===== config.mk =====
export PLATFORM = sky130hd
export DESIGN_NAME = instr_loader
export DESIGN_NICKNAME = d
export VERILOG_FILES = /design/src/rtl/loader_pkg.sv /design/src/rtl/word_packer.sv /design/src/rtl/instr_loader.sv
export SDC_FILE = /design/constraint.sdc
export NUM_CORES = 1
export LEC_CHECK = 0
export CAP_MARGIN = 20
export CORE_ASPECT_RATIO = 0.75
export CORE_UTILIZATION = 55
export DETAILED_ROUTE_END_ITERATION = 8
export PLACE_DENSITY = 0.8
export SETUP_SLACK_MARGIN = 0.4
export SYNTH_ARGS = -nofsm -noshare
export SYNTH_HDL_FRONTEND = slang
export SYNTH_HIERARCHICAL = 1
export SYNTH_SLANG_ARGS = --single-unit

===== constraint.sdc =====
create_clock -name clk_i -period 7.08 [get_ports clk_i]
set_clock_uncertainty 0.2 [all_clocks]
set_input_delay 1.416 -clock clk_i [delete_from_list [all_inputs] [get_ports clk_i]]
set_output_delay 1.416 -clock clk_i [all_outputs]
set_load 0.01 [all_outputs]

===== src/rtl/loader_pkg.sv =====
// Shared types and constants for the boot-time instruction loader.
// Holds the loader FSM state encoding and the byte/word geometry.
// Imported by instr_loader and word_packer.
package loader_pkg;

  typedef enum logic [2:0] {
    S_LEN,
    S_DATA,
    S_FLUSH,
    S_DONE,
    S_ERR
  } loader_state_t;

  localparam int BYTES_PER_WORD = 4;

endpackage


===== src/rtl/word_packer.sv =====
// Packs a little-endian byte stream into 32-bit words.
// Latency: word_rdy_o is combinational with the 4th byte's strobe.
// No backpressure: every strobe is consumed unless clear_i is high.
module word_packer
  import loader_pkg::*;
(
  input  logic        clk_i,
  input  logic        rst_i,
  input  logic        clear_i,
  input  logic        byte_vld_i,
  input  logic [7:0]  byte_dat_i,
  output logic        word_rdy_o,
  output logic [31:0] word_dat_o,
  output logic [1:0]  byte_cnt_o
);

  logic [1:0]  r_byte_cnt;
  logic [31:0] r_shift;

  // Shift each byte in from the top so the first byte ends up in bits [7:0].
  always_ff @(posedge clk_i or posedge rst_i) begin
    if (rst_i) begin
      r_byte_cnt <= 2'd0;
      r_shift    <= 32'd0;
    end else if (clear_i) begin
      r_byte_cnt <= 2'd0;
      r_shift    <= 32'd0;
    end else if (byte_vld_i) begin
      r_byte_cnt <= r_byte_cnt + 2'd1;
      r_shift    <= {byte_dat_i, r_shift[31:8]};
    end
  end

  // The completed word includes the byte arriving this cycle.
  assign word_rdy_o = byte_vld_i && !clear_i && (r_byte_cnt == 2'(BYTES_PER_WORD - 1));
  assign word_dat_o = {byte_dat_i, r_shift[31:8]};
  assign byte_cnt_o = r_byte_cnt;

endmodule


===== src/rtl/instr_loader.sv =====
// Boot loader: parses a 4-byte word count plus image, writes words to instruction memory.
// Latency: write pulse the edge the 4th byte of a word is taken; done two edges after the last write.
// No backpressure: bytes arriving in S_FLUSH/S_DONE/S_ERR are dropped.
module instr_loader
  import loader_pkg::*;
#(
  parameter int MEM_WORDS      = 4096,
  parameter int TIMEOUT_CYCLES = 1_000_000
) (
  input  logic        clk_i,
  input  logic        rst_i,
  input  logic [7:0]  rx_data_i,
  input  logic        rx_valid_i,
  output logic        mem_we_o,
  output logic [31:0] mem_addr_o,
  output logic [31:0] mem_wdata_o,
  output logic        core_rst_o,
  output logic        done_o,
  output logic        error_o,
  output logic [31:0] words_loaded_o
);

  localparam int IDX_W = $clog2(MEM_WORDS) + 1;
  localparam int TO_W  = $clog2(TIMEOUT_CYCLES + 1);

  loader_state_t    r_state;
  loader_state_t    w_next;
  logic [31:0]      r_len;
  logic             r_len_vld;
  logic [IDX_W-1:0] r_word_idx;
  logic [TO_W-1:0]  r_to_cnt;
  logic             r_we;
  logic [31:0]      r_addr;
  logic [31:0]      r_wdata;
  logic [31:0]      r_words;

  logic             w_accept;
  logic             w_counting;
  logic             w_timeout;
  logic             w_clear;
  logic             w_len_ok;
  logic             w_data_end;
  logic             w_word_rdy;
  logic [31:0]      w_word;
  logic [1:0]       w_byte_cnt;
  logic             w_wr;
  logic             w_len_done;

  word_packer u_packer (
    .clk_i      (clk_i),
    .rst_i      (rst_i),
    .clear_i    (w_clear),
    .byte_vld_i (w_accept),
    .byte_dat_i (rx_data_i),
    .word_rdy_o (w_word_rdy),
    .word_dat_o (w_word),
    .byte_cnt_o (w_byte_cnt)
  );

  // The length is judged one edge after it arrives; a good length lets the next byte in at once.
  assign w_len_ok   = (r_len != 32'd0) && (r_len <= 32'(MEM_WORDS));
  assign w_data_end = (r_state == S_DATA) && (32'(r_word_idx) == r_len);
  assign w_timeout  = w_counting && !w_accept && (r_to_cnt == TO_W'(TIMEOUT_CYCLES - 1));
  assign w_wr       = w_accept && w_word_rdy && (r_state == S_DATA);
  assign w_len_done = w_accept && w_word_rdy && (r_state == S_LEN);

  // State register.
  always_ff @(posedge clk_i or posedge rst_i) begin
    if (rst_i) r_state <= S_LEN;
    else       r_state <= w_next;
  end

  // Next-state decode.
  always_comb begin
    w_next = r_state;
    case (r_state)
      S_LEN: begin
        if (r_len_vld) begin
          if (r_len > 32'(MEM_WORDS)) w_next = S_ERR;
          else if (r_len == 32'd0)    w_next = S_FLUSH;
          else                        w_next = S_DATA;
        end
      end
      S_DATA: begin
        if (w_data_end)     w_next = S_FLUSH;
        else if (w_timeout) w_next = S_LEN;
      end
      S_FLUSH: w_next = S_DONE;
      default: w_next = r_state;
    endcase
  end

  // Per-state byte acceptance, timeout arming and status outputs.
  always_comb begin
    w_accept   = 1'b0;
    w_counting = 1'b0;
    w_clear    = 1'b0;
    core_rst_o = 1'b1;
    done_o     = 1'b0;
    error_o    = 1'b0;
    case (r_state)
      S_LEN: begin
        w_accept   = rx_valid_i && (!r_len_vld || w_len_ok);
        w_counting = (w_byte_cnt != 2'd0);
      end
      S_DATA: begin
        w_accept   = rx_valid_i && !w_data_end;
        w_counting = 1'b1;
      end
      S_DONE: begin
        w_clear    = 1'b1;
        core_rst_o = 1'b0;
        done_o     = 1'b1;
      end
      S_ERR: begin
        w_clear = 1'b1;
        error_o = 1'b1;
      end
      default: ;
    endcase
    if (w_timeout) w_clear = 1'b1;
  end

  // Write registers, word index, captured length and idle-gap counter.
  always_ff @(posedge clk_i or posedge rst_i) begin
    if (rst_i) begin
      r_we       <= 1'b0;
      r_addr     <= 32'd0;
      r_wdata    <= 32'd0;
      r_words    <= 32'd0;
      r_word_idx <= '0;
      r_len      <= 32'd0;
      r_len_vld  <= 1'b0;
      r_to_cnt   <= '0;
    end else begin
      r_we      <= w_wr;
      r_len_vld <= w_len_done;
      if (w_len_done) r_len <= w_word;
      if (w_wr) begin
        r_addr     <= 32'(r_word_idx) << 2;
        r_wdata    <= w_word;
        r_word_idx <= r_word_idx + IDX_W'(1);
        r_words    <= r_words + 32'd1;
      end
      if (w_timeout) begin
        r_word_idx <= '0;
        r_words    <= 32'd0;
      end
      if (w_accept || !w_counting || w_timeout) r_to_cnt <= '0;
      else                                       r_to_cnt <= r_to_cnt + TO_W'(1);
    end
  end

  assign mem_we_o       = r_we;
  assign mem_addr_o     = r_addr;
  assign mem_wdata_o    = r_wdata;
  assign words_loaded_o = r_words;

endmodule


==> results of run 1 <==
[synthesized netlist by cell type, drive strengths merged (10+ instances only)]
cell type / n / area [sq um]
inv: 13 / 48.8
nand2: 34 / 128
clkbuf: 26 / 97.6
xor2: 11 / 96.3
and3: 10 / 62.6
nor4: 10 / 68.8
nor2: 96 / 363
mux2i: 27 / 270
a21oi: 17 / 88.8
mux2: 77 / 867
nand3: 26 / 130
a211oi: 12 / 90.1
buf: 42 / 319
xnor2: 61 / 534
a2111oi: 18 / 195
nand4: 16 / 106
dfrtp: 173 / 4330
[state kept, by name (all words and copies together) (netlist names)]
| name | count |
|---|---|
| r_word_idx | 13 |
| mem_we_o | 1 |
| mem_addr_o | 13 |
| r_len | 32 |
| u_packer/r_shift | 24 |
| u_packer/byte_cnt_o | 2 |
| r_to_cnt | 20 |
| mem_wdata_o | 32 |
| r_len_vld | 1 |
| r_state | 3 |
| words_loaded_o | 32 |
[kinds of logic after synthesis]
group / after synthesis
AOI/OAI and AO/OA: 59
DFF: 173
adders and majority gates: 4
and+or+nand+nor: 226
other: 1
buffers and inverters: 81
muxes: 104
xor gates and xnor gates: 72
[per-layer routing]
| layer | GRT usage | part of all wire | vias up |
|---|---|---|---|
| met5 | 0 | 0 | - |
| met4 | 0.0768 | 0.012 | 0 |
| met3 | 0.0587 | 0.052 | 28 |
| met2 | 0.385 | 0.49 | 190 |
| met1 | 0.336 | 0.45 | 2909 |
| li1 | - | - | 2612 |
[power breakdown]
part	internal, mW	total, mW	switching [mW]
sequential	0.988	0.988	0.00000258
clock	0.549	0.936	0.387
combinational	0.00728	0.0339	0.0266
total	1.54	1.96	0.413
[worst paths after layout]
kind / start / to / slack, ns
worst max register to register: r_len[28] / mem_addr_o[4] / 1.87
worst min-delay path: r_to_cnt[0] / r_to_cnt[0] / 0.29
max in group asynchronous: rst_i / r_state[0] / 4.03
worst max-delay path: rx_valid_i / mem_addr_o[4] / 1.74
worst min register to register: r_to_cnt[0] / r_to_cnt[0] / 0.29
min in group asynchronous: rst_i / u_packer/r_shift[29] / 1.14
[area by class of cell]
| class | count | area, sq um |
|---|---|---|
| inverters | 13 | 53.8 |
| flip-flops and latches | 173 | 4330 |
| multi-input cells | 484 | 3510 |
| fillers | 1027 | 4740 |
| clock buffers | 20 | 467 |
| well taps | 200 | 250 |
| clock inverters | 12 | 133 |
| repair buffers | 100 | 1010 |
[metrics by stage]
step	utilization	power (mW)	hold slack [ns]
after global placement	0.628	1.04	0.261
after detailed placement	0.628	1.04	0.275
after floorplan	-	1.04	0.248
after global routing	0.673	2.02	0.317
after CTS	0.670	1.97	0.284
final	0.673	1.96	0.286
[placed cells by master, fill, tap and decap left out, types with 17 or more instances in the layout]
cell type,instances
mux2i_1,27
dfrtp_1,173
nor2_1,95
nand2_1,34
xnor2_1,61
clkbuf_16,17
nand3_1,26
conb_1,19
mux2_2,70
clkdlybuf4s50_1,91
==> out/qor.txt, run 1 <==
Minimum clock period - 5.34 ns
# diodes - 0
Wire per inst - 17.9 um
Yosys cell types - 51
Async set-or-reset flop fraction in the synthesized netlist - 1.00
Non-Filler Instances - 1002
Mux cell area share after synthesis - 0.139
Average size of a mapped cell - 11.4 sq um
Yosys warns - 6
Crit Path Category - primary input to flop
Final setup violation count - 0
CTS clk-pin slew, worst paths - 0.06 ns
Run status - complete, no violations
RSZ-0062 raised after global routing - false
HPWL Detailed - 11.7 mm
Adder-Cell Fraction of Synth Area - 0.00610
Arrival time at the worst endpoint - 5.46 ns
Worst slew pin tran - 0.898 ns
IO buf count - 91
Post-synthesis xor/xnor area fraction - 0.0769
Core Rows - 38
Core box area - 0.0145 sq mm
Setup Buffers After CTS - 0
Num CTS Buffers - 17
Largest stage delay, worst path - 0.57 ns
Hold Buf Count CTS - 0
Crit end category - flop
Share of layout cells above drive strength 1 - 0.156
P_leak - 4.21 nW
Max-slew violation count - 0
Die Width - 143 um
Slowest cell on crit path - buf_4
Largest net degree at the start of global routing - 91
Vias in the first global route - 5590
DRT Wirelength - 17.9 mm
Final WS setup - 1.74 ns
Max VDD drop - 0.000173 V
Worst skew pair latency - 0.43 ns
Simple logic cell fraction of the synthesized area - 0.136
Post_cts resized - 0
CTS Sinks - 173
Total global routing overflow - 0
Longest Clk Path Bufs - 2
Final Cell Area - 0.00976 sq mm
Cells after Synth - 720
Clock root buffer - clkbuf_16
H-tree Lvls - 4
Largest family of logic cells by synthesized area - multiplexers
Worst Reg-to-Reg Cells - 14
I/O pin cnt - 111
Main synth FF type - dfrtp_1
Remaining DRCs - 0
Final GP Congestion - 0.852
Fmax achieved - 187 MHz
Area Overhead vs Synth - 19.0%
Net count, final - 804
Starting Density - 0.566
Worst hold path stage count - 1
Compound-Gate Fraction of Synth Area - 0.0577
Syn Std Cell Area - 0.00820 sq mm
Hold Crit Class - flop to flop
Final period util - 0.755
Peak fanout along the critical path - 50
Seq/Total Area, Yosys - 0.528
Family with the most delay on the worst path - simple AND/OR/NAND/NOR gates
Hold Vio Cnt, Final - 0
Startpoint type of the worst setup path - primary input
Final ANT Viol Nets - 0
Max_slew headroom - 0.400
Overall Global Routing Usage - 0.245
Critical Path, Cell by Cell - clkdlybuf4s50_1 -> nor2_1 -> a31oi_1 -> a21oi_4 -> or3_1 -> buf_4 -> nor2_1 -> and4bb_2 -> nand2_1 -> a21oi_4 -> buf_4 -> mux2_2
Initial antenna violation count - 0
Total number of vias - 5739
CP required - 7.19 ns
Placed Cells - 968
First DRT Iteration DRCs - 362
Post-synth EDFFs - 0
Pre-CTS setup slack - 1.07 ns
DRT Pass-1 Iters - 5
CTS tree - done
DIE AREA - 0.0154 sq mm
TNS Setup - 0 ns
Max-capacitance violation count - 0
Pwr Density - 201 mW/mm^2
Levels on crit path - 12
Drt via density - 5.73
Global-route wire length before repair - 28.9 mm
Buf/Inv on CP - 3
Height of the die - 108 um
Seq cells post-synth - 173
Post-placement cell area - 0.00911 sq mm
Note: power is estimated with default switching activity, not from simulation.
==> run 2, diff against run 1 <==
==> constraint.sdc (replaced) <==
create_clock -name clk_i -period 5.1 [get_ports clk_i]
set_clock_uncertainty 0.2 [all_clocks]
set_input_delay 1.02 -clock clk_i [delete_from_list [all_inputs] [get_ports clk_i]]
set_output_delay 1.02 -clock clk_i [all_outputs]
set_load 0.01 [all_outputs]
==> run 2 against run 1 <==
Net effect:
- sequential cell count unchanged
- sequential power rose by 39%
- design area rose by 0.46%
- hold slack gained 0.0033 ns
- setup slack got worse by 0.88 ns
- combinational power grew 42%
- first-iteration DRC count increased by 27%
- non-clock buffer count up 2
- total power grew 42%
- critical endpoint is now r_word_idx[6]
- highest routed layer unchanged
==> out/qor.txt, run 2 (same netlist as run 1, synthesis figures left out) <==
Worst Setup SP - rx_valid_i (unchanged)
Drt via density - 5.71 (was 5.73)
P_leak - 4.23 nW (was 4.21 nW)
Pwr Total - 2.77 mW (was 1.96 mW)
Die Width - 143 um (unchanged)
Total number of vias - 5731 (was 5739)
Area Overhead vs Synth - 19.5% (was 19.0%)
CTS tree - done (unchanged)
H-tree Lvls - 4 (unchanged)
Pwr Density - 283 mW/mm^2 (was 201 mW/mm^2)
Peak fanout along the critical path - 13 (was 50)
Commonest non-fill, non-tap cells in the layout - dfrtp_1 (173), nor2_1 (95), clkdlybuf4s50_1 (91) (unchanged)
Worst slew pin tran - 0.792 ns (was 0.898 ns)
Net count, final - 806 (was 804)
Final ANT Viol Nets - 0 (unchanged)
Arrival time at the worst endpoint - 4.33 ns (was 5.46 ns)
Crit Path Category - primary input to flop (unchanged)
HPWL Detailed - 11.7 mm (about the same)
Final period util - 0.833
Vias in the first global route - 5573 (was 5590)
Core Rows - 38 (unchanged)
DIE AREA - 0.0154 sq mm (unchanged)
Final GP Congestion - 0.857 (was 0.852)
Largest net degree at the start of global routing - 148 (was 91)
Worst Reg-to-Reg Cells - 13 (was 14)
I/O pin cnt - 111 (unchanged)
Worst skew pair latency - 0.42 ns (was 0.43 ns)
CTS Sinks - 173 (unchanged)
Global-route wire length before repair - 29.6 mm (was 28.9 mm)
Hold Crit Class - flop to flop (unchanged)
Setup Buffers After CTS - 0 (unchanged)
Fmax achieved - 235 MHz
Overall Global Routing Usage - 0.251 (was 0.245)
Hold_ws - 0.289 ns (was 0.286 ns)
Max-slew violation count - 0 (unchanged)
Most common cell after layout, fill and taps aside - dfrtp_1 (unchanged)
Starting Density - 0.566 (unchanged)
Num CTS Buffers - 17 (unchanged)
# diodes - 0 (unchanged)
Total global routing overflow - 0 (unchanged)
Run status - complete, no violations (unchanged)
Hold Buf Count CTS - 0 (unchanged)
Startpoint type of the worst setup path - primary input (unchanged)
Clock root buffer - clkbuf_16 (unchanged)
Remaining DRCs - 0 (unchanged)
Max VDD drop - 0.000206 V (was 0.000173 V)
DRT Wirelength - 17.9 mm (about the same)
Worst r2r src - r_len[16] (was r_len[28])
First DRT Iteration DRCs - 458 (was 362)
TNS Setup - 0 ns (unchanged)
Height of the die - 108 um (unchanged)
RSZ-0062 raised after global routing - false (unchanged)
DRT Pass-1 Iters - 5 (unchanged)
Post_cts resized - 0 (unchanged)
Minimum clock period - 4.25 ns
IO buf count - 91 (unchanged)
Crit end category - flop (unchanged)
Final setup violation count - 0 (unchanged)
Hold Vio Cnt, Final - 0 (unchanged)
Max_slew headroom - 0.472 (was 0.400)
Max-capacitance violation count - 0 (unchanged)
Longest Clk Path Bufs - 2 (unchanged)
Worst hold path stage count - 1 (unchanged)
Share of layout cells above drive strength 1 - 0.153 (was 0.156)
CTS clk-pin slew, worst paths - 0.06 ns (about the same)
Wire per inst - 17.8 um (was 17.9 um)
CP required - 5.18 ns (was 7.19 ns)
Core box area - 0.0145 sq mm (unchanged)
Initial antenna violation count - 0 (unchanged)
Hold Startpoint - r_to_cnt[0] (unchanged)
==> run 2: cell count changes in the layout (fill, tap and decap cells not counted), sizes merged <==
cell,before,now
clkinv,4,5
buf,9,11
clkbuf,20,22
bufinv,2,4
inv,16,12
clkinvlp,3,2
==> run 2: worst paths after layout <==
check / end / slack [ns]
worst max-delay path: r_word_idx[6] / 0.85
worst min-delay path: r_to_cnt[0] / 0.29
worst max register to register: r_word_idx[6] / 0.95
worst min register to register: r_to_cnt[0] / 0.29
max in group asynchronous: words_loaded_o[26] / 3.11
min in group asynchronous: u_packer/r_shift[19] / 0.72
==> run 2: critical path, cell delays in order <==
cell and delay (ns):
clkdlybuf4s50_1 0.53, nor2_1 0.06, a31oi_1 0.35, a21oi_4 0.10, or3_1 0.42, nor2_1 0.12
and4bb_2 0.29, nand2_1 0.36, buf_4 0.33, a2111oi_0 0.51, xnor2_1 0.18, nor2_1 0.06
==> run 2: final cells by class <==
type | count | area (sq um)
inverters | 13 | 52.6
multi-input cells | 484 | 3510
flip-flops and latches | 173 | 4330
fillers | 1027 | 4700
repair buffers | 102 | 1040
well taps | 200 | 250
clock buffers | 22 | 454
clock inverters | 10 | 164
==> run 2: per-stage QoR <==
step	setup WS, ns	util	instances	instance area (sq um)
detailed placement	0.480	0.631	971	9160
finish	0.851	0.676	1004	9800
global route	0.632	0.676	1004	9800
floorplan	1.10	-	738	8270
CTS	0.910	0.674	1003	9780
global placement	0.690	0.631	971	9160
==> run 2: metal layers <==
metal	wire, um	vias to the layer above	GRT usage
met5	0	-	0
met4	130	0	0.0492
met3	1240	15	0.0627
met2	8480	211	0.391
met1	8030	2891	0.357
li1	-	2614	-
==> run 2: report_power, final <==
part           switching [mW]  internal [mW]  leakage [nW]
Combinational          0.0370         0.0111          1.53
Clock                   0.519          0.834         0.298
Sequential         0.00000346           1.37          2.41
==> patch 1: new RTL, config.mk and constraints of run 1 <==
Reset style: synchronous (`rst_i`), changed in 3 clocked blocks.
--- a/src/rtl/word_packer.sv
+++ b/src/rtl/word_packer.sv
@@ -18,7 +18,7 @@
   logic [31:0] r_shift;
 
   // Shift each byte in from the top so the first byte ends up in bits [7:0].
-  always_ff @(posedge clk_i or posedge rst_i) begin
+  always_ff @(posedge clk_i) begin
     if (rst_i) begin
       r_byte_cnt <= 2'd0;
       r_shift    <= 32'd0;
--- a/src/rtl/instr_loader.sv
+++ b/src/rtl/instr_loader.sv
@@ -65,7 +65,7 @@
   assign w_len_done = w_accept && w_word_rdy && (r_state == S_LEN);
 
   // State register.
-  always_ff @(posedge clk_i or posedge rst_i) begin
+  always_ff @(posedge clk_i) begin
     if (rst_i) r_state <= S_LEN;
     else       r_state <= w_next;
   end
@@ -122,7 +122,7 @@
   end
 
   // Write registers, word index, captured length and idle-gap counter.
-  always_ff @(posedge clk_i or posedge rst_i) begin
+  always_ff @(posedge clk_i) begin
     if (rst_i) begin
       r_we       <= 1'b0;
       r_addr     <= 32'd0;
Function: differs if rst_i is asserted again (counterexample within 10 cycles, from zero or initial values and one cycle with rst_i high); with rst_i held inactive, the same outputs for 10 cycles.
==> patch 1 against run 1 <==
  * Area after synthesis decreased by 4.5%
  * Setup slack better by 350 ps
  * Sequential share of layout area fell by 6.5 points
  * Design area fell by 6.4%
  * Critical path depth increased by 2
  * Sequential cell count unchanged
  * Wire length shrank 1.8%
  * Highest routed layer unchanged
Power is not compared: it rests on default switching activity, and its combinational part moved more than twofold at a synthesized area within 25%.
==> patch 1: results (changes against run 1) <==
Post-synth EDFFs=0 (unchanged); ANT cells=0 (unchanged); adder and majority cell fraction of the synthesized area=0.00639 (+0.000290); Tot GR Track Use=0.246 (+0.00129); Worst-Skew Late Latency=430 ps (about the same); Port Buf Inserts=91 (unchanged); clock transition at the registers of the reported paths=70 ps; CTS Buf Count=17 (unchanged); Synthesis Warnings=6 (unchanged); Psw=451 µW; HPWL Detailed=11.4 mm (-2.9%); DRC=0 (unchanged); area fraction in compound gates after synthesis=0.110 (+0.0524); Fill cells=1,127 (+9.7%); Resize count post-CTS=0 (unchanged); Post-synth ARST share=0 (-1.00); fraction of layout cells with a size suffix above 1=0.0890 (-0.0668); dpl ws=1770 ps (+697 ps); register area share after synthesis=0.442 (-0.0855); P_leak=3.28 nW; root buf cell=clkbuf_16; Synth Flop Type=dfxtp_1; critical path peak fanout=28 (-44%); via count of the first global-routing pass=5,631 (+0.73%); via count=6,218 (+8.3%); top post-synthesis cells by area=dfxtp_1 44%, mux2i_1 7.5%, xnor2_1 5.5%, nand2_1 5.4%, nor2_1 4.3%; post-CTS setup repair buffer count=0 (unchanged); Final Wtd Congestion=0.796 (-6.5%); mux cell area share after synthesis=0.0754 (-0.0632); Max stage delay on crit path=690 ps (+120 ps); Hold Crit Class=reg -> reg; run status=completed; Layout Nets=924 (+15%); Netlist cell types=57 (+12%); drt wl/cell=16.1 µm (-10%); commonest cells in the synthesized netlist=173 x dfxtp_1, 113 x nand2_1, 90 x nor2_1, 59 x mux2i_1, 50 x a21oi_1; WP data arrival=5070 ps (-390 ps); antenna violations before repair=0 (unchanged); xor/xnor share of the synthesized area=0.0794 (+0.00253); Slew HR=0.398 (-0.00146); largest net degree at the start of global routing=78 (-14%); H-Tree Depth=4 (unchanged); first-pass GRT wire length=29.1 mm (+0.74%); slowest CP cell=nor4_1; DRT iter0 DRCs=480 (+33%)
-- patch 1: cell types whose count changed in the layout (fill, tap and decap cells not counted), moves of 7 or more --
cell       delta
a2111oi_0    -14
nor3_1       +32
mux2_1        -7
dfrtp_1     -173
mux2_2       -70
nor3_2       +10
a21oi_1      +34
xnor2_1      -12
dfxtp_1     +173
a2111oi_2    +10
nand2_1      +79
mux2i_1      +32
xor2_1       +11
-- patch 1: final cells by class --
cell class,count,area [µm²],area share
multi-input cells,609,3920,0.429
flip-flops and latches,173,3460,0.379
repair buffers,100,976,0.107
clock buffers,19,443,0.0485
well taps,175,219,0.0240
clock inverters,12,88.8,0.00972
inverters,8,30.0,0.00329
-- patch 1: cell families after synthesis --
family                   after synthesis
AO/OA/AOI/OAI                        111
XOR/XNOR                              71
adder cells (fa/ha/maj)                4
buffers and inverters                 91
flip-flops                           173
multiplexers                          59
other                                  1
AND/OR/NAND/NOR                      345
-- patch 1: tightest hold or removal path: stages (launching register included) --
cell,delay [ps]
dfxtp_1,310
nand2_1,50
a21oi_1,50
-- patch 1: worst paths after layout --
kind,startpoint,to,slack [ps],depth (start not counted)
worst min register to register,mem_wdata_o[30]$_SDFFE_PP0P_,mem_wdata_o[30]$_SDFFE_PP0P_,260,2
worst max-delay path,r_len[23]$_SDFFE_PP0P_,r_word_idx[1]$_SDFFE_PP0P_,2090,14
worst max register to register,r_len[23]$_SDFFE_PP0P_,r_word_idx[1]$_SDFFE_PP0P_,2090,14
worst min-delay path,mem_wdata_o[30]$_SDFFE_PP0P_,mem_wdata_o[30]$_SDFFE_PP0P_,260,2
-- patch 1: metrics by stage --
stage	hold slack (ps)	std cells	area (µm²)	total power [mW]
after floorplan	244	873	7900	1.08
after global placement	241	1065	8600	1.08
after detailed placement	250	1065	8600	1.08
after CTS	259	1096	9140	1.92
after global routing	277	1096	9140	1.98
final	257	1096	9140	1.91
-- patch 1: power groups by stage --
stage                     logic, mW  clock network [mW]  registers, mW
after floorplan              0.0685                   0           1.01
after global placement       0.0695                   0           1.01
after detailed placement     0.0698                   0           1.01
after CTS                    0.0706               0.860          0.992
after global routing         0.0775               0.907          0.993
final                        0.0711               0.850          0.992
-- patch 1: per-layer routing --
layer / part of all wire / GRT usage / vias to the layer above / wire (µm)
met1: 0.51 / 0.377 / 2966 / 8920
li1: - / - / 3032 / -
met4: 0.012 / 0.0832 / 0 / 219
met2: 0.42 / 0.346 / 197 / 7460
met5: 0 / 0 / - / 0
met3: 0.056 / 0.0400 / 23 / 990
==> patch 2: new RTL, config.mk and constraints of run 1 <==
Without the edit above. The parameter `MEM_WORDS` goes from 4096 to 2048.
--- a/src/rtl/instr_loader.sv
+++ b/src/rtl/instr_loader.sv
@@ -4,7 +4,7 @@
 module instr_loader
   import loader_pkg::*;
 #(
-  parameter int MEM_WORDS      = 4096,
+  parameter int MEM_WORDS      = 2048,
   parameter int TIMEOUT_CYCLES = 1_000_000
 ) (
   input  logic        clk_i,
Check against the original RTL: not equivalent (a bounded check fails within 10 cycles, from zero or initial values and one cycle with rst_i high).
==> patch 2 against run 1 <==
  * First-iteration DRC count increased by 25%
  * Global-route usage increased by 0.14 points
  * Sequential cell count decreased by 2
  * Power decreased by 2.1%
  * Sequential power decreased by 1%
  * Count of clock-buffer cells in the layout decreased by 1
  * Wire length decreased by 2.2%
  * Design area decreased by 1.5%
  * Setup slack got worse by 0.93 ps
  * Combinational power about the same
  * Area after synthesis unchanged
  * Clock power decreased by 3.3%
  * Synthesized cell count decreased by 3.1%
==> patch 2: results (changes against run 1) <==
run status=completed; Worst-Skew Late Latency=420 ps; drt pass-1 iters=5 (unchanged); Final Wtd Congestion=0.826 (-2.9%); register area share after synthesis=0.522 (-0.00610); Slew Limit Fails=0 (unchanged); worst vdd ir=171 µV (-0.97%); DRT iter0 DRCs=451 (+25%); Synthesis Warnings=6 (unchanged); Tot GR Track Use=0.246 (+0.00138); critical path peak fanout=45 (-10%); antenna violations before repair=0 (unchanged); via count=5,550 (-3.3%); WL final=17.5 mm (-2.2%); Slew HR=0.365 (-0.0346); CTS Buf Count=17 (unchanged); Max stage delay on crit path=600 ps (+30 ps); post-synth top area share=0.522 (-0.00610); top post-synthesis cells by area=dfrtp_1 52%, mux2_2 7.7%, nor2_1 4.2%, xnor2_1 4.1%, mux2_4 3.7%; commonest cells in the synthesized netlist=171 x dfrtp_1, 91 x nor2_1, 56 x mux2_2, 38 x xnor2_1, 29 x xor2_1; largest net degree at the start of global routing=94 (+3.3%); Top Layer Used=met4; ANT cells=0 (unchanged); Post-synth ARST share=1.00 (unchanged); P_leak=4.30 nW (+2.0%); WL met1=8.18 mm (+1.5%); RR Startpoint=r_len[24]$_DFFE_PP0P_; DR WL met2=8.16 mm (-6.2%); Layout Nets=784 (-2.5%); H-Tree Depth=4 (unchanged); slowest CP cell=or4_1; WP data arrival=5490 ps (+30 ps); Hold Path End=mem_wdata_o[28]$_DFFE_PP0P_; hold_sp=mem_wdata_o[28]$_DFFE_PP0P_; Resize count post-CTS=0 (unchanged); setup slack, reg-to-reg=1730 ps (-140 ps); HPWL Detailed=11.7 mm (about the same); routed wire length on met3=1.02 mm (+9.4%); first-pass GRT wire length=29.0 mm (+0.36%); Netlist cell types=60 (+18%); FF-to-FF End=words_loaded_o[26]$_DFFE_PP0P_; root buf cell=clkbuf_16; Bufs on Longest Clock Path=2 (unchanged); via count of the first global-routing pass=5,573 (-0.30%); Crit path max-delay family=simple AND/OR/NAND/NOR gates; hold depth=1 (unchanged); post-CTS setup repair buffer count=0 (unchanged); Hold Crit Class=reg -> reg; Port Buf Inserts=90 (-1.1%); clock transition at the registers of the reported paths=60 ps (about the same); path depth of the worst reg2reg path=16 (+2); Synth Flop Type=dfrtp_1; fraction of layout cells with a size suffix above 1=0.168 (+0.0125)
==> patch 2: cell count changes in the layout (fill, tap and decap cells not counted), moves of 6 or more <==
cell and delta:
xnor2_1 -23, mux2_4 +20, xor2_1 +18, mux2_2 -14, nand2_1 -10, nor2b_1 +8, a2111oi_0 -7, mux2_1 -7
a211oi_1 +6, a21oi_1 -6
==> patch 2: stage by stage <==
stage          hold slack [ps]  instances  setup slack, ps  area [µm²]  power, mW
4_1_cts                    315        977             1790        9590       1.93
3_3_place_gp               292        949             1540        9010       1.03
5_1_grt                    328        978             1390        9610       1.99
2_1_floorplan              267        717             1570        8270       1.03
3_5_place_dp               293        949             1400        9010       1.03
6_report                   311        978             1730        9610       1.92
==> patch 2: worst max-delay path by stage <==
stage,start,to,slack (ps),cells after the start
6_report,r_len[24]$_DFFE_PP0P_,words_loaded_o[26]$_DFFE_PP0P_,1730,16
3_5_place_dp,rx_valid_i,mem_wdata_o[14]$_DFFE_PP0P_,1400,12
2_1_floorplan,rst_i,mem_addr_o[10]$_DFFE_PP0P_,1570,1
4_1_cts,r_len[24]$_DFFE_PP0P_,mem_addr_o[12]$_DFFE_PP0P_,1790,14
5_1_grt,r_len[24]$_DFFE_PP0P_,words_loaded_o[30]$_DFFE_PP0P_,1390,16
3_3_place_gp,rx_valid_i,mem_addr_o[4]$_DFFE_PP0P_,1540,12
==> patch 2: layer usage <==
metal / vias up / GRT usage
met4: 0 / 0.0676
met2: 197 / 0.374
met5: - / 0
li1: 2534 / -
met3: 16 / 0.0583
met1: 2803 / 0.354
==> patch 2: cells by family after synthesis <==
kind of cell	share of synthesized area
adders and majority gates	0.00610
other	0.000457
DFF	0.522
buffers and inverters	0.0622
muxes	0.146
and+or+nand+nor	0.130
AOI/OAI and AO/OA	0.0610
xor gates and xnor gates	0.0715
==> patch 2: power by group <==
| part | internal, mW | leakage (nW) | total, mW | switching [mW] |
|---|---|---|---|---|
| clock network | 0.533 | 0.273 | 0.905 | 0.372 |
| logic | 0.00746 | 1.65 | 0.0339 | 0.0264 |
| registers | 0.977 | 2.38 | 0.977 | 0 |
==> patch 2: area by class of cell <==
cell class | count | area (µm²)
inverter | 13 | 53.8
multi-input combinational | 469 | 3480
clock inverter | 9 | 119
clock buffer | 19 | 453
sequential | 171 | 4280
tap | 200 | 250
timing repair buffer | 97 | 973
fill | 1044 | 4890
==> patch 2: worst reg2reg max path: stages, from the launching register on <==
cell	delay (ps)
dfrtp_1	390
nor4_1	490
nand3_1	250
nor2_2	150
buf_4	340
o211a_1	300
a211oi_4	80
buf_4	280
or3_1	420
buf_4	240
nor2_1	170
and2_0	330
nand3_1	330
inv_1	220
o21ai_1	300
or4_1	600
a21oi_1	160
